File: config.mk
export PLATFORM = sky130hd
export DESIGN_NAME = mant_round_pipe
export DESIGN_NICKNAME = d
export VERILOG_FILES = /design/src/rtl/mant_round_pipe.sv
export SDC_FILE = /design/constraint.sdc
export NUM_CORES = 1
export LEC_CHECK = 0
export ABC_CLOCK_PERIOD_IN_PS = 5000
export CORE_MARGIN = 4
export CORE_UTILIZATION = 50
export DETAILED_ROUTE_END_ITERATION = 8
export DONT_BUFFER_PORTS = 1
export GPL_TIMING_DRIVEN = 0
export PLACE_DENSITY = 0.64
export REMOVE_ABC_BUFFERS = 1
export SETUP_SLACK_MARGIN = 0.2
export SLEW_MARGIN = 20
export SYNTH_ARGS = -nofsm -noshare
export SYNTH_HDL_FRONTEND = slang
export SYNTH_SLANG_ARGS = --single-unit
File: constraint.sdc
create_clock -name clk_i -period 5 [get_ports clk_i]
set_input_delay 0.5 -clock clk_i [delete_from_list [all_inputs] [get_ports clk_i]]
set_output_delay 0.5 -clock clk_i [all_outputs]
set_load 0.1 [all_outputs]
File: src/rtl/mant_round_pipe.sv
// mant_round_pipe: rounds a normalized mantissa to MAN_WIDTH fraction bits
// (round-to-nearest-even). It also folds the normalizer's exponent adjustment
// into the base exponent and saturates the result exponent. Two register
// stages sit between the normalizer and the posit encoder, with full
// valid/ready backpressure.
//
// Ports:
//   clk_i, rst_ni          clock, asynchronous active-low reset
//   flush_i                synchronous flush of all in-flight transactions
//   valid_i / ready_o      input handshake (ready_o is combinational)
//   sign_i, zero_i         result sign, exact-zero marker
//   exp_i, exp_adjust_i    signed base exponent, signed normalization adjust
//   mant_i                 normalized mantissa, MSB is the hidden bit
//   valid_o / ready_i      output handshake
//   sign_o, zero_o         registered sign and zero flag
//   exp_o, frac_o          saturated exponent, rounded fraction (no hidden bit)
//   inexact_o, ovf_o, unf_o  rounding lost bits, saturated high, saturated low
module mant_round_pipe #(
  parameter int unsigned WIDTH     = 8,
  parameter int unsigned MAN_WIDTH = 4,
  parameter int unsigned EXP_WIDTH = 6,
  parameter int unsigned ADJ_WIDTH = 4
) (
  input  logic                 clk_i,
  input  logic                 rst_ni,
  input  logic                 flush_i,
  input  logic                 valid_i,
  output logic                 ready_o,
  input  logic                 sign_i,
  input  logic                 zero_i,
  input  logic [EXP_WIDTH-1:0] exp_i,
  input  logic [ADJ_WIDTH-1:0] exp_adjust_i,
  input  logic [WIDTH-1:0]     mant_i,
  output logic                 valid_o,
  input  logic                 ready_i,
  output logic                 sign_o,
  output logic                 zero_o,
  output logic [EXP_WIDTH-1:0] exp_o,
  output logic [MAN_WIDTH-1:0] frac_o,
  output logic                 inexact_o,
  output logic                 ovf_o,
  output logic                 unf_o
);

  // Kept bits include the hidden bit; the rounding sum gets one extra carry bit.
  localparam int unsigned KW       = MAN_WIDTH + 1;
  localparam int unsigned RW       = MAN_WIDTH + 2;
  // Exponent sum is widened by two bits so base + adjust + carry never wraps.
  localparam int unsigned EW2      = EXP_WIDTH + 2;
  localparam int unsigned LOW_BITS = WIDTH - MAN_WIDTH - 2;

  // Bits below the guard position; empty mask when there are none.
  localparam logic [WIDTH-1:0] STICKY_MASK = {WIDTH{1'b1}} >> (WIDTH - LOW_BITS);

  localparam logic signed [EW2-1:0] EMAX_X = EW2'((1 << (EXP_WIDTH - 1)) - 1);
  localparam logic signed [EW2-1:0] EMIN_X = ~EMAX_X;

  // Stage 1 registers
  logic                  s1_valid_q,    s1_valid_d;
  logic                  s1_sign_q,     s1_sign_d;
  logic                  s1_zero_q,     s1_zero_d;
  logic [KW-1:0]         s1_kept_q,     s1_kept_d;
  logic                  s1_round_up_q, s1_round_up_d;
  logic                  s1_inexact_q,  s1_inexact_d;
  logic signed [EW2-1:0] s1_esum_q,     s1_esum_d;

  // Stage 2 (output) registers
  logic                  s2_valid_q,    s2_valid_d;
  logic                  out_sign_q,    out_sign_d;
  logic                  out_zero_q,    out_zero_d;
  logic [EXP_WIDTH-1:0]  out_exp_q,     out_exp_d;
  logic [MAN_WIDTH-1:0]  out_frac_q,    out_frac_d;
  logic                  out_inexact_q, out_inexact_d;
  logic                  out_ovf_q,     out_ovf_d;
  logic                  out_unf_q,     out_unf_d;

  logic s1_adv;
  logic in_fire;

  // Handshake: stage 2 frees when empty or drained; flush blocks intake.
  always_comb begin
    s1_adv  = ~s2_valid_q | ready_i;
    ready_o = ~flush_i & (~s1_valid_q | s1_adv);
    in_fire = valid_i & ready_o;
  end

  // Stage 1: split mantissa into kept/guard/sticky and sum the exponents.
  logic [KW-1:0]         st1_kept;
  logic                  st1_guard;
  logic                  st1_sticky;
  logic signed [EW2-1:0] st1_esum;

  always_comb begin
    st1_kept   = mant_i[WIDTH-1 -: KW];
    st1_guard  = mant_i[LOW_BITS];
    st1_sticky = |(mant_i & STICKY_MASK);
    st1_esum   = {{(EW2-EXP_WIDTH){exp_i[EXP_WIDTH-1]}}, exp_i}
               + {{(EW2-ADJ_WIDTH){exp_adjust_i[ADJ_WIDTH-1]}}, exp_adjust_i};

    s1_valid_d    = s1_valid_q;
    s1_sign_d     = s1_sign_q;
    s1_zero_d     = s1_zero_q;
    s1_kept_d     = s1_kept_q;
    s1_round_up_d = s1_round_up_q;
    s1_inexact_d  = s1_inexact_q;
    s1_esum_d     = s1_esum_q;

    if (flush_i) begin
      s1_valid_d = 1'b0;
    end else if (in_fire) begin
      s1_valid_d    = 1'b1;
      s1_sign_d     = sign_i;
      s1_zero_d     = zero_i;
      s1_kept_d     = st1_kept;
      // Round half to even: a tie rounds up only when the kept LSB is odd.
      s1_round_up_d = st1_guard & (st1_sticky | st1_kept[0]);
      // A zero result carries no rounding information.
      s1_inexact_d  = ~zero_i & (st1_guard | st1_sticky);
      s1_esum_d     = st1_esum;
    end else if (s1_adv) begin
      s1_valid_d = 1'b0;
    end
  end

  // Stage 2: apply rounding, renormalize on carry-out, saturate the exponent.
  logic [RW-1:0]         st2_r;
  logic                  st2_carry;
  logic [MAN_WIDTH-1:0]  st2_frac;
  logic signed [EW2-1:0] st2_exp;
  logic [EXP_WIDTH-1:0]  st2_res_exp;
  logic [MAN_WIDTH-1:0]  st2_res_frac;
  logic                  st2_res_ovf;
  logic                  st2_res_unf;

  always_comb begin
    st2_r     = RW'(s1_kept_q) + RW'(s1_round_up_q);
    st2_carry = st2_r[RW-1];
    // Carry-out means the mantissa became 10.000..; shift right by one.
    st2_frac  = st2_carry ? st2_r[MAN_WIDTH:1] : st2_r[MAN_WIDTH-1:0];
    st2_exp   = s1_esum_q + EW2'(st2_carry);

    st2_res_exp  = st2_exp[EXP_WIDTH-1:0];
    st2_res_frac = st2_frac;
    st2_res_ovf  = 1'b0;
    st2_res_unf  = 1'b0;

    if (s1_zero_q) begin
      st2_res_exp  = '0;
      st2_res_frac = '0;
    end else if (st2_exp > EMAX_X) begin
      st2_res_exp  = EMAX_X[EXP_WIDTH-1:0];
      st2_res_frac = '1;
      st2_res_ovf  = 1'b1;
    end else if (st2_exp < EMIN_X) begin
      st2_res_exp  = EMIN_X[EXP_WIDTH-1:0];
      st2_res_frac = '0;
      st2_res_unf  = 1'b1;
    end

    s2_valid_d    = s2_valid_q;
    out_sign_d    = out_sign_q;
    out_zero_d    = out_zero_q;
    out_exp_d     = out_exp_q;
    out_frac_d    = out_frac_q;
    out_inexact_d = out_inexact_q;
    out_ovf_d     = out_ovf_q;
    out_unf_d     = out_unf_q;

    if (flush_i) begin
      s2_valid_d = 1'b0;
    end else if (s1_adv) begin
      s2_valid_d = s1_valid_q;
      // Keep the last result on the outputs when a bubble moves in.
      if (s1_valid_q) begin
        out_sign_d    = s1_sign_q;
        out_zero_d    = s1_zero_q;
        out_exp_d     = st2_res_exp;
        out_frac_d    = st2_res_frac;
        out_inexact_d = s1_inexact_q;
        out_ovf_d     = st2_res_ovf;
        out_unf_d     = st2_res_unf;
      end
    end
  end

  // Pipeline state registers
  always_ff @(posedge clk_i or negedge rst_ni) begin
    if (!rst_ni) begin
      s1_valid_q    <= 1'b0;
      s1_sign_q     <= 1'b0;
      s1_zero_q     <= 1'b0;
      s1_kept_q     <= '0;
      s1_round_up_q <= 1'b0;
      s1_inexact_q  <= 1'b0;
      s1_esum_q     <= '0;
      s2_valid_q    <= 1'b0;
      out_sign_q    <= 1'b0;
      out_zero_q    <= 1'b0;
      out_exp_q     <= '0;
      out_frac_q    <= '0;
      out_inexact_q <= 1'b0;
      out_ovf_q     <= 1'b0;
      out_unf_q     <= 1'b0;
    end else begin
      s1_valid_q    <= s1_valid_d;
      s1_sign_q     <= s1_sign_d;
      s1_zero_q     <= s1_zero_d;
      s1_kept_q     <= s1_kept_d;
      s1_round_up_q <= s1_round_up_d;
      s1_inexact_q  <= s1_inexact_d;
      s1_esum_q     <= s1_esum_d;
      s2_valid_q    <= s2_valid_d;
      out_sign_q    <= out_sign_d;
      out_zero_q    <= out_zero_d;
      out_exp_q     <= out_exp_d;
      out_frac_q    <= out_frac_d;
      out_inexact_q <= out_inexact_d;
      out_ovf_q     <= out_ovf_d;
      out_unf_q     <= out_unf_d;
    end
  end

  assign valid_o   = s2_valid_q;
  assign sign_o    = out_sign_q;
  assign zero_o    = out_zero_q;
  assign exp_o     = out_exp_q;
  assign frac_o    = out_frac_q;
  assign inexact_o = out_inexact_q;
  assign ovf_o     = out_ovf_q;
  assign unf_o     = out_unf_q;

endmodule

=== Word-level counts from Yosys, hierarchy flattened ===
Index checks and enable logic that the tools add are counted.

* Add/sub/neg operators: 3
* Reduce and logical (&&, ||, !) cells: 5
* Eq/ne operators: 0
* Multiply operators: 0
* Multiplexer cells: 17
* Div/mod/pow operators: 0
* Bitwise logic cells: 12
* Shifts and indexed selects: 0
* Magnitude comparators: 2

{| class="wikitable"
|+ Operators with widths
! kind !! count
|-
| $mux W6 || 3
|-
| $mux W4 || 4
|-
| $mux W1 || 10
|-
| $add A8 B1 Y8 || 1
|-
| $gt A8 B6 Y1 const B || 1
|-
| $lt A8 B6 Y1 const B || 1
|-
| $add A6 B4 Y7 || 1
|-
| $add A5 B1 Y6 || 1
|-
| $and A1 B1 Y1 || 4
|-
| $not A1 Y1 || 4
|-
| $or A1 B1 Y1 || 4
|-
| $reduce_and A3 Y1 || 1
|-
| $reduce_bool A3 Y1 || 1
|-
| $reduce_and A2 Y1 || 1
|-
| $reduce_bool A2 Y1 || 1
|-
| $reduce_or A2 Y1 || 1
|}

* Input port bits: 25
* ROM bits: 0
* Register bits after elaboration: 34
* Memories: 0
* Latch bits: 0
* Logic and storage cells: 54
* Output and inout port bits: 17
* Bits in writable memories: 0

=== Depth between registers and ports, before layout ===
Gate-level depths: netlist (run 1).

* Depth in word-level cells: 7
* Mapped depth: 10
* Gate-level depth less buffers: 10

=== Least setup slack after synthesis (run 1) ===
Ideal clock, no wire load.

* Path type: flip-flop to flip-flop
* From: reg s2_valid_q, in the netlist valid_o
* To: reg s1_esum_q[0]
* Period minus slack after synthesis: 3560 ps
* Cell stages (with the launch flop): 6
* Arrival: 3435 ps
* Slack: 1440 ps
* Required time: 4875 ps
* Setup time: 125 ps
* Cell sequence: dfrtp_1 nor2b_4 a21oi_1 nand2_1 buf_2 mux2_2

* Cells in the longest elaborated chain, start to end: 6

{| class="wikitable"
|+ RTL lines
! what !! RTL line !! source
|-
| start: declaration || 68 || <nowiki>logic s2_valid_q, s2_valid_d;</nowiki>
|-
| start signal: assignment || 212 || <nowiki>s2_valid_q <= s2_valid_d;</nowiki>
|-
| $not A1 Y1 || 82 || <nowiki>s1_adv = ~s2_valid_q | ready_i;</nowiki>
|-
| $or A1 B1 Y1 || 82 ||
|-
| $or A1 B1 Y1 || 83 || <nowiki>ready_o = ~flush_i & (~s1_valid_q | s1_adv);</nowiki>
|-
| $and A1 B1 Y1 || 83 ||
|-
| via ready_o || 28 || <nowiki>output logic ready_o,</nowiki>
|-
| $and A1 B1 Y1 || 84 || <nowiki>in_fire = valid_i & ready_o;</nowiki>
|-
| $reduce_and A2 Y1 (no source line) || -- ||
|-
| end signal: assignment || 211 || <nowiki>s1_esum_q <= s1_esum_d;</nowiki>
|-
| end: declaration || 65 || <nowiki>logic signed [EW2-1:0] s1_esum_q, s1_esum_d;</nowiki>
|}

The timed path passes the listed nets, and every way through them passes these cells.
A chain may end at the register's enable or synchronous reset.

=== Worst setup path in the final report (run 1) ===
* From: reg s2_valid_q, in the netlist valid_o
* To: reg s1_esum_q[4]

Same word-level chain as after synthesis.

==> summary.md, run 1 <==
| Metric | Value |
|---|---|
| Row cnt | 21 |
| Hold depth | 1 |
| Fin Hold WS | roughly 0.22 ns |
| Worst r2r dst | s1_esum_q[4] |
| Nets | about 200 |
| Initial antenna violation count | 0 |
| DRT Pass-1 Iters | 4 |
| CORE AREA | about 3300 µm² |
| Placer Congestion | ~0.75 |
| Cells on worst reg2reg path | 4 |
| Place WS | 2.09 ns |
| CP required | about 5.2 ns |
| Root buf cell | clkbuf_4 |
| Avg Cell Area, Syn | ~11 µm² |
| Relative slew slack | 0.393 |
| Hold-critical path endpoint | valid_o |
| Leading cell types in the layout, fill and taps excluded | dfrtp_1, nand2_1, nor2_1, mux2_2, ha_1 |
| Vias in the first global route | 1214 |
| Synth area leaders | dfrtp_1, mux2_2, ha_1 |
| Lkg Pwr | 0.841 nW |
| Commonest non-fill, non-tap cell in the layout | dfrtp_1 |
| CP Launch Type | flop |
| Total CTS buffers | 5 |
| Status | complete, no violations |
| Critical path class | reg2reg |
| Endpoint type of the worst setup path | flop |
| Worst R2R Setup Slack | approximately 2.1 ns |
| Antenna cells | 0 |
| Crit path DAT | approximately 3.1 ns |
| Distinct cells, synth | 35 |
| Layout cells sized above 1 | 0.145 |
| Remaining global-route overflow | 0 |
| Max-Cap Viols | 0 |
| Routed len/inst | between 10 and 15 µm |
| Vias/cell | approximately 5.5 |
| Reg2Reg Launch Point | valid_o |
| CTS tree | yes |
| Clk_lat worst skew | 0.33 ns |
| Synth top area share | 0.480 |
| Final wirelength | about 3000 µm |
| Vias | 1166 |
| Die ar. | between 4000 and 5000 µm² |
| Hold path start | flush_i |
| Critical-path maximum fanout | 23 |
| Clk pin slew, worst setup/hold paths | ~0.090 ns |
| Seq/Total Area, Yosys | 0.480 |
| Clock Path Buffers | 2 |
| Synth Instances | 160 |
| Synth warn | 0 |
| Minimum clock period after layout | 2.88 ns |
| IO buf count | 0 |
| Mapped cell area | between 1500 and 2000 µm² |
| Cell taking the most area after synthesis | dfrtp_1 |
| Finish-stage setup viols | 0 |
| Power density over cell area | 501 nW/µm² |
| Hold Path Class | in2reg |
| GRT Total Usage | 0.160 |
| Starting Density | 0.515 |
| Fillers | approximately 300 |
| Fin. max-slew vios | 0 |
| Initial detailed-routing violation count | 39 |
| Final worst path period share | 0.575 |
| # IOs | 42 |
| First-pass GRT wire length | ~5200 µm |
| Drt drc | 0 |
| Slew @ Worst Pin | ~0.9 ns |
| Final worst slack | approximately 2.1 ns |
| TNS Setup | 0 ns |
| RSZ-0062 raised after global routing | no |
| Post-CTS setup buffers | 0 |
| Die width | around 67 µm |
| Routed Antenna Nets | 0 |
| Worst Skew | 0.00981 ns |
| CTS H-tree lvls | 2 |
| Synth Register Bits | 33 |
| Area Growth Syn to Fin | 9.32% |
| Peak supply drop | between 0.00015 and 0.0002 V |
| Die Y-Extent | around 67 µm |
| Hold violation count in the final report | 0 |
| CTS Sinks | 33 |
| Maximum clock frequency | ~350 MHz |
| Largest net degree at the start of global routing | 34 |
| Detailed Place HPWL | between 2000 and 2500 µm |
state kept, by name, summed over array words and instances, names as in the netlist:
register / cells
frac_o: 4
unf_o: 1
exp_o: 6
ovf_o: 1
inexact_o: 1
zero_o: 1
valid_o: 1
s1_valid_q: 1
s1_sign_q: 1
sign_o: 1
s1_esum_q: 7
s1_round_up_q: 1
s1_zero_q: 1
s1_kept_q: 5
s1_inexact_q: 1
critical path: stages, from the launching register on:
cell	delay, ns
dfrtp_1	0.74
nor2b_4	0.31
a21oi_4	0.59
nand2_1	0.65
mux2_2	0.46
per-stage QoR:
stage                     instance area, µm²  utilization  power, W  std cells
after CTS                               1880        0.563  0.000953        212
after floorplan                         1700            -  0.000706        156
final                                   1880        0.563  0.000941        212
after global routing                    1880        0.563  0.000992        212
after detailed placement                1760        0.529  0.000740        202
after global placement                  1750        0.525  0.000731        202
final cells by class:
class | count | area (µm²) | area share
sequential | 33 | 826 | 0.439
clock buffer | 7 | 55.1 | 0.0293
timing repair buffer | 2 | 30.0 | 0.0160
inverter | 6 | 22.5 | 0.0120
tap | 46 | 57.6 | 0.0306
multi-input combinational | 117 | 858 | 0.457
clock inverter | 1 | 30.0 | 0.0160
worst max path at each step:
stage,start,endpoint,cells past startpoint
finish,valid_o,s1_esum_q[4],4
global route,valid_o,s1_sign_q,4
CTS,valid_o,s1_esum_q[4],4
detailed placement,valid_o,s1_kept_q[2],4
global placement,valid_o,s1_zero_q,4
floorplan,valid_o,s1_esum_q[0],4
power breakdown:
part           internal [W]  leakage, nW  switching [W]  total, W
logic             0.0000683        0.382      0.0000656  0.000134
registers          0.000316        0.413       0.000288  0.000604
clock network      0.000119       0.0455      0.0000839  0.000203
total              0.000504        0.841       0.000438  0.000941
layer usage:
metal	wire, µm	GRT usage	part of all wire	vias to the layer above
li1	-	-	-	577
met1	1240	0.176	0.42	548
met2	1450	0.264	0.48	35
met3	218	0.0590	0.073	6
met4	77	0.0914	0.026	0
met5	0	0	0	-
kinds of logic (layout without fill, tap and decap cells):
logic type / Yosys count / in the layout / synth area share
simple gates: 45 / 45 / 0.115
flops: 33 / 33 / 0.480
fa+ha+maj: 11 / 11 / 0.0844
mux: 14 / 14 / 0.0902
xor+xnor: 8 / 8 / 0.0408
buf+inv: 10 / 16 / 0.0269
compound gates: 39 / 39 / 0.162
synth_stat cells:
master and n:
a211o_4 1, a211oi_1 2, a21boi_0 1, a21o_1 2, a21oi_1 7, a22o_1 1, a22oi_1 1, and2_1 1
buf_2 1, buf_6 1, clkbuf_1 2, dfrtp_1 33, fa_1 1, ha_1 10, inv_1 6, mux2_2 12
mux2i_1 2, nand2_1 23, nand2b_1 1, nand3_1 4, nor2_1 12, nor2b_1 1, nor2b_4 1, nor3_1 1
o211ai_1 6, o21a_1 1, o21ai_0 9, o21ai_1 2, o21bai_1 1, o311ai_1 1, o311ai_4 1, o31ai_1 3
or3b_1 1, xnor2_1 3, xor2_1 5
timing repair:
action,4_1_cts,5_1_grt
resized for setup,0,0
hold buffers,2,0
endpoints found under the hold margin,33,0
(Power assumes the default switching activity.)
==> run 2: changes to the inputs <==
ABC_CLOCK_PERIOD_IN_PS = 2900   (was 5000)
clock period = 2.9 ns   (was 5 ns; I/O delays follow)
==> run 2 against run 1 <==
Effect of this change:
- sequential cell count did not move
- cell area rose by 1.2%
- clock skew barely moved
- utilization rose by 0.67 points
- critical endpoint is now frac_o[2]
==> summary.md, run 2 (synthesis gave the netlist of run 1 again) <==
| Metric | Value |
|---|---|
| Status | complete, no violations |
| Die Y-Extent | ~67 µm |
| Commonest non-fill, non-tap cell in the layout | dfrtp_1 |
| Dpl cells | 202 |
| Layout cells sized above 1 | 0.162 |
| Root buf cell | clkbuf_4 |
| Biggest register | s1_esum_q |
| Worst R2R Setup Slack | roughly 0.37 ns |
| Starting Density | 0.515 |
| Largest net degree at the start of global routing | 34 |
| Nets | slightly above 200 |
| Total CTS buffers | 5 |
| Crit path DAT | 2.77 ns |
| Endpoint type of the worst setup path | flop |
| Row cnt | 21 |
| Critical-path maximum fanout | 19 |
| Detailed Place HPWL | ~2300 µm |
| Placer Congestion | about 0.75 |
| Non-Filler Instances | around 210 |
| Minimum clock period after layout | about 2.5 ns |
| Final wirelength | roughly 3000 µm |
| Hold violation count in the final report | 0 |
| Die width | ~67 µm |
| Clock Power Share | 0.215 |
| Logic pwr share | 0.144 |
| Net Sw Frac | 0.464 |
| Relative slew slack | 0.393 |
| Die ar. | around 4400 µm² |
| Worst Skew | roughly 0.0094 ns |
| Peak supply drop | between 0.0002 and 0.0003 V |
| Worst r2r dst | frac_o[2] |
| Hold-critical path endpoint | s1_inexact_q |
| Critical path class | reg2reg |
| Leading cell types in the layout, fill and taps excluded | dfrtp_1, nand2_1, mux2_2 |
| IO buf count | 0 |
| Routed len/inst | between 10 and 15 µm |
| TNS Setup | 0 ns |
| Multi-input logic area | between 800 and 900 µm² |
| Maximum clock frequency | 395 MHz |
| GRT Total Usage | 0.161 |
| CORE AREA | approximately 3300 µm² |
| Area Growth Syn to Fin | 10.6% |
| Final instance area | between 1500 and 2000 µm² |
| Max-Cap Viols | 0 |
| Power density over cell area | 854 nW/µm² |
| Clk_lat worst skew | between 0.3 and 0.4 ns |
| DRT Pass-1 Iters | 5 |
| Routed Antenna Nets | 0 |
| CTS H-tree lvls | 2 |
| Initial antenna violation count | 0 |
| Clk pin slew, worst setup/hold paths | 0.10 ns |
| Sequential share of power | 0.641 |
| Vias | approximately 1200 |
| Hold depth | 1 |
| CP required | 3.14 ns |
| Clock Path Buffers | 2 |
| Fillers | slightly below 300 |
| Vias in the first global route | roughly 1200 |
| Cells on worst reg2reg path | 4 |
| RSZ-0062 raised after global routing | no |
| First-pass GRT wire length | about 5200 µm |
| Remaining global-route overflow | 0 |
| Largest register FFs | 7 |
| # IOs | 42 |
| Register Area | slightly above 800 µm² |
| Crit. Startpoint | valid_o |
| Layout Utilization | 0.570 |
| Sw power | about 0.00075 W |
| Pint | between 0.0008 and 0.0009 W |
| Reg2Reg Launch Point | valid_o |
| Slew @ Worst Pin | 0.910 ns |
| Antenna cells | 0 |
| Tot Pwr | about 0.0016 W |
| CTS Sinks | 33 |
| CTS tree | yes |
| Finish-stage setup viols | 0 |
| Post-CTS setup buffers | 0 |
| Hold path start | zero_i |
| Final worst path period share | 0.874 |
| Hold Path Class | in2reg |
| CP Launch Type | flop |
| Fin. max-slew vios | 0 |
| Vias/cell | 5.52 |
| Initial detailed-routing violation count | 45 |
| Drt drc | 0 |
| Cell Area, Placed | approximately 1800 µm² |
| Lkg Pwr | between 0.8 and 0.9 nW |
==> run 2: cell type report <==
cell class / instances / area share
clock inverters: 1 / 0.0158
multi-input cells: 117 / 0.458
flip-flops and latches: 33 / 0.434
repair buffers: 3 / 0.0211
inverters: 6 / 0.0118
clock buffers: 7 / 0.0289
well taps: 46 / 0.0303
==> run 2: power by group through the flow <==
stage | registers, W | logic [W] | clock network, W
after global routing | 0.00106 | 0.000272 | 0.000385
after detailed placement | 0.00105 | 0.000221 | 0
after floorplan | 0.00103 | 0.000190 | 0
after global placement | 0.00105 | 0.000212 | 0
final | 0.00104 | 0.000234 | 0.000349
after CTS | 0.00104 | 0.000237 | 0.000363
==> run 2: worst max path at each step <==
stage	end	slack, ns
6_report	frac_o[2]	0.37
5_1_grt	frac_o[0]	0.25
4_1_cts	s1_esum_q[4]	0.27
3_5_place_dp	s1_kept_q[2]	-0.009
3_3_place_gp	s1_zero_q	-1.34
2_1_floorplan	s1_esum_q[0]	-1.06
==> run 2: per-layer routing <==
| layer | share of wire | routed length [µm] | global-route usage | vias up |
|---|---|---|---|---|
| met5 | 0 | 0 | 0 | - |
| li1 | - | - | - | 581 |
| met4 | 0.018 | 53 | 0.0914 | 0 |
| met2 | 0.49 | 1470 | 0.265 | 41 |
| met3 | 0.084 | 252 | 0.0590 | 5 |
| met1 | 0.41 | 1220 | 0.177 | 548 |
==> run 2: through the flow <==
step,hold slack [ns],worst slack [ns]
floorplan,-0.00559,-1.06
global placement,-0.00487,-1.34
detailed placement,-0.00465,-0.00918
CTS,0.0374,0.269
global route,0.0209,0.253
finish,0.0557,0.366
==> run 2: worst max-delay path, cell delays in order, from the launching register on <==
cell and delay (ns):
dfrtp_1 0.74, nor2b_4 0.30, or3b_1 0.66, a211o_4 0.48, o311ai_4 0.26
==> run 2: repair_timing <==
| action | 4_1_cts | 5_1_grt |
|---|---|---|
| pin swaps | 0 | 1 |
| gates resized for setup | 1 | 3 |
| hold buffers | 3 | 0 |
| endpoints found under the setup margin | 16 | 13 |
| hold endpoints to repair | 35 | 0 |
==> run 3: changes to the inputs <==
CELL_PAD_IN_SITES_DETAIL_PLACEMENT = 1   (was default)
CELL_PAD_IN_SITES_GLOBAL_PLACEMENT = 2   (was default)
CORE_UTILIZATION = 39   (was 50)
PLACE_DENSITY = default   (was 0.64)
PLACE_DENSITY_LB_ADDON = 0.1   (was default)
==> run 3 against run 2 <==
Effect of this change:
- sequential power is essentially flat
- clock skew shrank 0.0067 ns
- non-clock buffer count shrank 1
- cell count grew 1.4%
- global-route usage shrank 2.0 points
- cell area grew 2.1%
- critical path depth grew 5
- first-iteration DRC count shrank 58%
- clock power grew 44%
- worst setup slack gained 0.067 ns
==> summary.md, run 3 (synthesis gave the netlist of run 1 again) <==
| Metric | Value |
|---|---|
| Status | complete, no violations |
| Hold-critical path endpoint | s1_valid_q |
| First-pass GRT wire length | ~6000 µm |
| Clk_lat worst skew | around 0.28 ns |
| Worst Skew | 0.00276 ns |
| Clock Power Share | 0.282 |
| Die Y-Extent | between 70 and 80 µm |
| Antenna cells | 0 |
| Clock Path Buffers | 2 |
| Detailed Place HPWL | roughly 2700 µm |
| Total CTS buffers | 5 |
| Leading cell types in the layout, fill and taps excluded | dfrtp_1, nand2_1, mux2_2 |
| Drt drc | 0 |
| Commonest non-fill, non-tap cell in the layout | dfrtp_1 |
| Crit path DAT | 2.65 ns |
| Final wirelength | between 3000 and 4000 µm |
| Initial detailed-routing violation count | 19 |
| DRT Pass-1 Iters | 4 |
| Worst R2R Setup Slack | around 0.43 ns |
| Sw power | 0.000781 W |
| Row cnt | 23 |
| Remaining global-route overflow | 0 |
| Power density over cell area | ~920 nW/µm² |
| Critical-path maximum fanout | 9 |
| Post-CTS setup buffers | 0 |
| GRT Total Usage | 0.141 |
| Worst r2r dst | frac_o[2] |
| Slew @ Worst Pin | approximately 0.92 ns |
| Starting Density | 0.415 |
| Peak supply drop | ~0.00028 V |
| Cells on worst reg2reg path | 9 |
| Reg2Reg Launch Point | s1_kept_q[0] |
| Vias | 1172 |
| CTS Sinks | 33 |
| Root buf cell | clkbuf_8 |
| Non-Filler Instances | 216 |
| Hold Path Class | in2reg |
| Largest net degree at the start of global routing | 34 |
| Lkg Pwr | approximately 0.86 nW |
| CTS tree | yes |
| Nets | between 200 and 250 |
| Minimum clock period after layout | between 2 and 2.5 ns |
| Area Growth Syn to Fin | 13.0% |
| Critical path class | reg2reg |
| Dpl cells | ~200 |
| Logic pwr share | 0.134 |
| Hold violation count in the final report | 0 |
| CP Launch Type | flop |
| Routed len/inst | between 15 and 20 µm |
| Net Sw Frac | 0.437 |
| Die width | 74.4 µm |
| Pint | a little over 0.001 W |
| Placer Congestion | 0.727 |
| Routed Antenna Nets | 0 |
| CTS H-tree lvls | 2 |
| Vias/cell | 5.43 |
| Hold path start | flush_i |
| Finish-stage setup viols | 0 |
| TNS Setup | 0 ns |
| Maximum clock frequency | about 400 MHz |
| Layout Utilization | 0.469 |
| Clk pin slew, worst setup/hold paths | 0.07 ns |
| Layout cells sized above 1 | 0.175 |
| Fin. max-slew vios | 0 |
| Final worst path period share | 0.851 |
| Sequential share of power | 0.584 |
| Biggest register | s1_esum_q |
| Vias in the first global route | about 1400 |
| Relative slew slack | 0.389 |
| Die ar. | between 5000 and 6000 µm² |
| CP required | slightly above 3 ns |
| CORE AREA | 4140 µm² |
| Initial antenna violation count | 0 |
| IO buf count | 0 |
| Largest register FFs | 7 |
| Endpoint type of the worst setup path | flop |
| RSZ-0062 raised after global routing | no |
| # IOs | 42 |
| Hold depth | 1 |
| Max-Cap Viols | 0 |
-- run 3: per-layer routing --
metal,global-route usage,wire length (µm),up-vias
met1,0.165,1540,562
met5,0,0,-
met3,0.0500,277,5
met2,0.249,1690,36
met4,0.0296,31,0
li1,-,-,569
-- run 3: critical path, stage by stage, from the launching register on --
cell and delay [ns]:
dfrtp_1 0.36, ha_1 0.19, nand3_1 0.14, nor2_2 0.28
ha_1 0.23, nand3_1 0.18, nor2_1 0.21, a21oi_1 0.09
a211o_4 0.41, o311ai_4 0.27
-- run 3: worst max-delay path by stage --
stage	start	to	slack (ns)
detailed placement	valid_o	s1_kept_q[3]	-0.07
CTS	s1_kept_q[0]	exp_o[4]	0.23
floorplan	valid_o	s1_esum_q[0]	-1.06
finish	s1_kept_q[0]	frac_o[2]	0.43
global route	s1_kept_q[0]	frac_o[3]	0.21
global placement	valid_o	s1_kept_q[3]	-1.38
-- run 3: layout make-up --
class | count | area [µm²]
sequential | 33 | 827
fill | 467 | 2200
clock inverter | 3 | 65.1
multi-input combinational | 117 | 866
tap | 50 | 62.6
clock buffer | 5 | 68.8
timing repair buffer | 2 | 30.0
inverter | 6 | 22.5
-- run 3: power by group through the flow --
stage | Sequential [W] | Clock, W | Combinational, W
after detailed placement | 0.00106 | 0 | 0.000230
after CTS | 0.00105 | 0.000522 | 0.000245
after floorplan | 0.00103 | 0 | 0.000190
after global routing | 0.00106 | 0.000535 | 0.000276
after global placement | 0.00105 | 0 | 0.000216
final | 0.00104 | 0.000504 | 0.000239
-- run 3: repair_timing --
action                                  in CTS  in global routing
endpoints found under the setup margin      16                 19
resized for setup                            1                  3
endpoints found under the hold margin       33                  0
hold buffers                                 2                  0
-- run 3: stage by stage --
stage / total power, W / worst slack, ns / hold slack, ns / area [µm²]
floorplan: 0.00122 / -1.06 / -0.00559 / 1700
global placement: 0.00127 / -1.38 / -0.00472 / 1760
detailed placement: 0.00129 / -0.0698 / -0.00465 / 1770
CTS: 0.00182 / 0.228 / 0.0572 / 1940
global route: 0.00187 / 0.211 / 0.0537 / 1940
finish: 0.00179 / 0.432 / 0.0663 / 1940
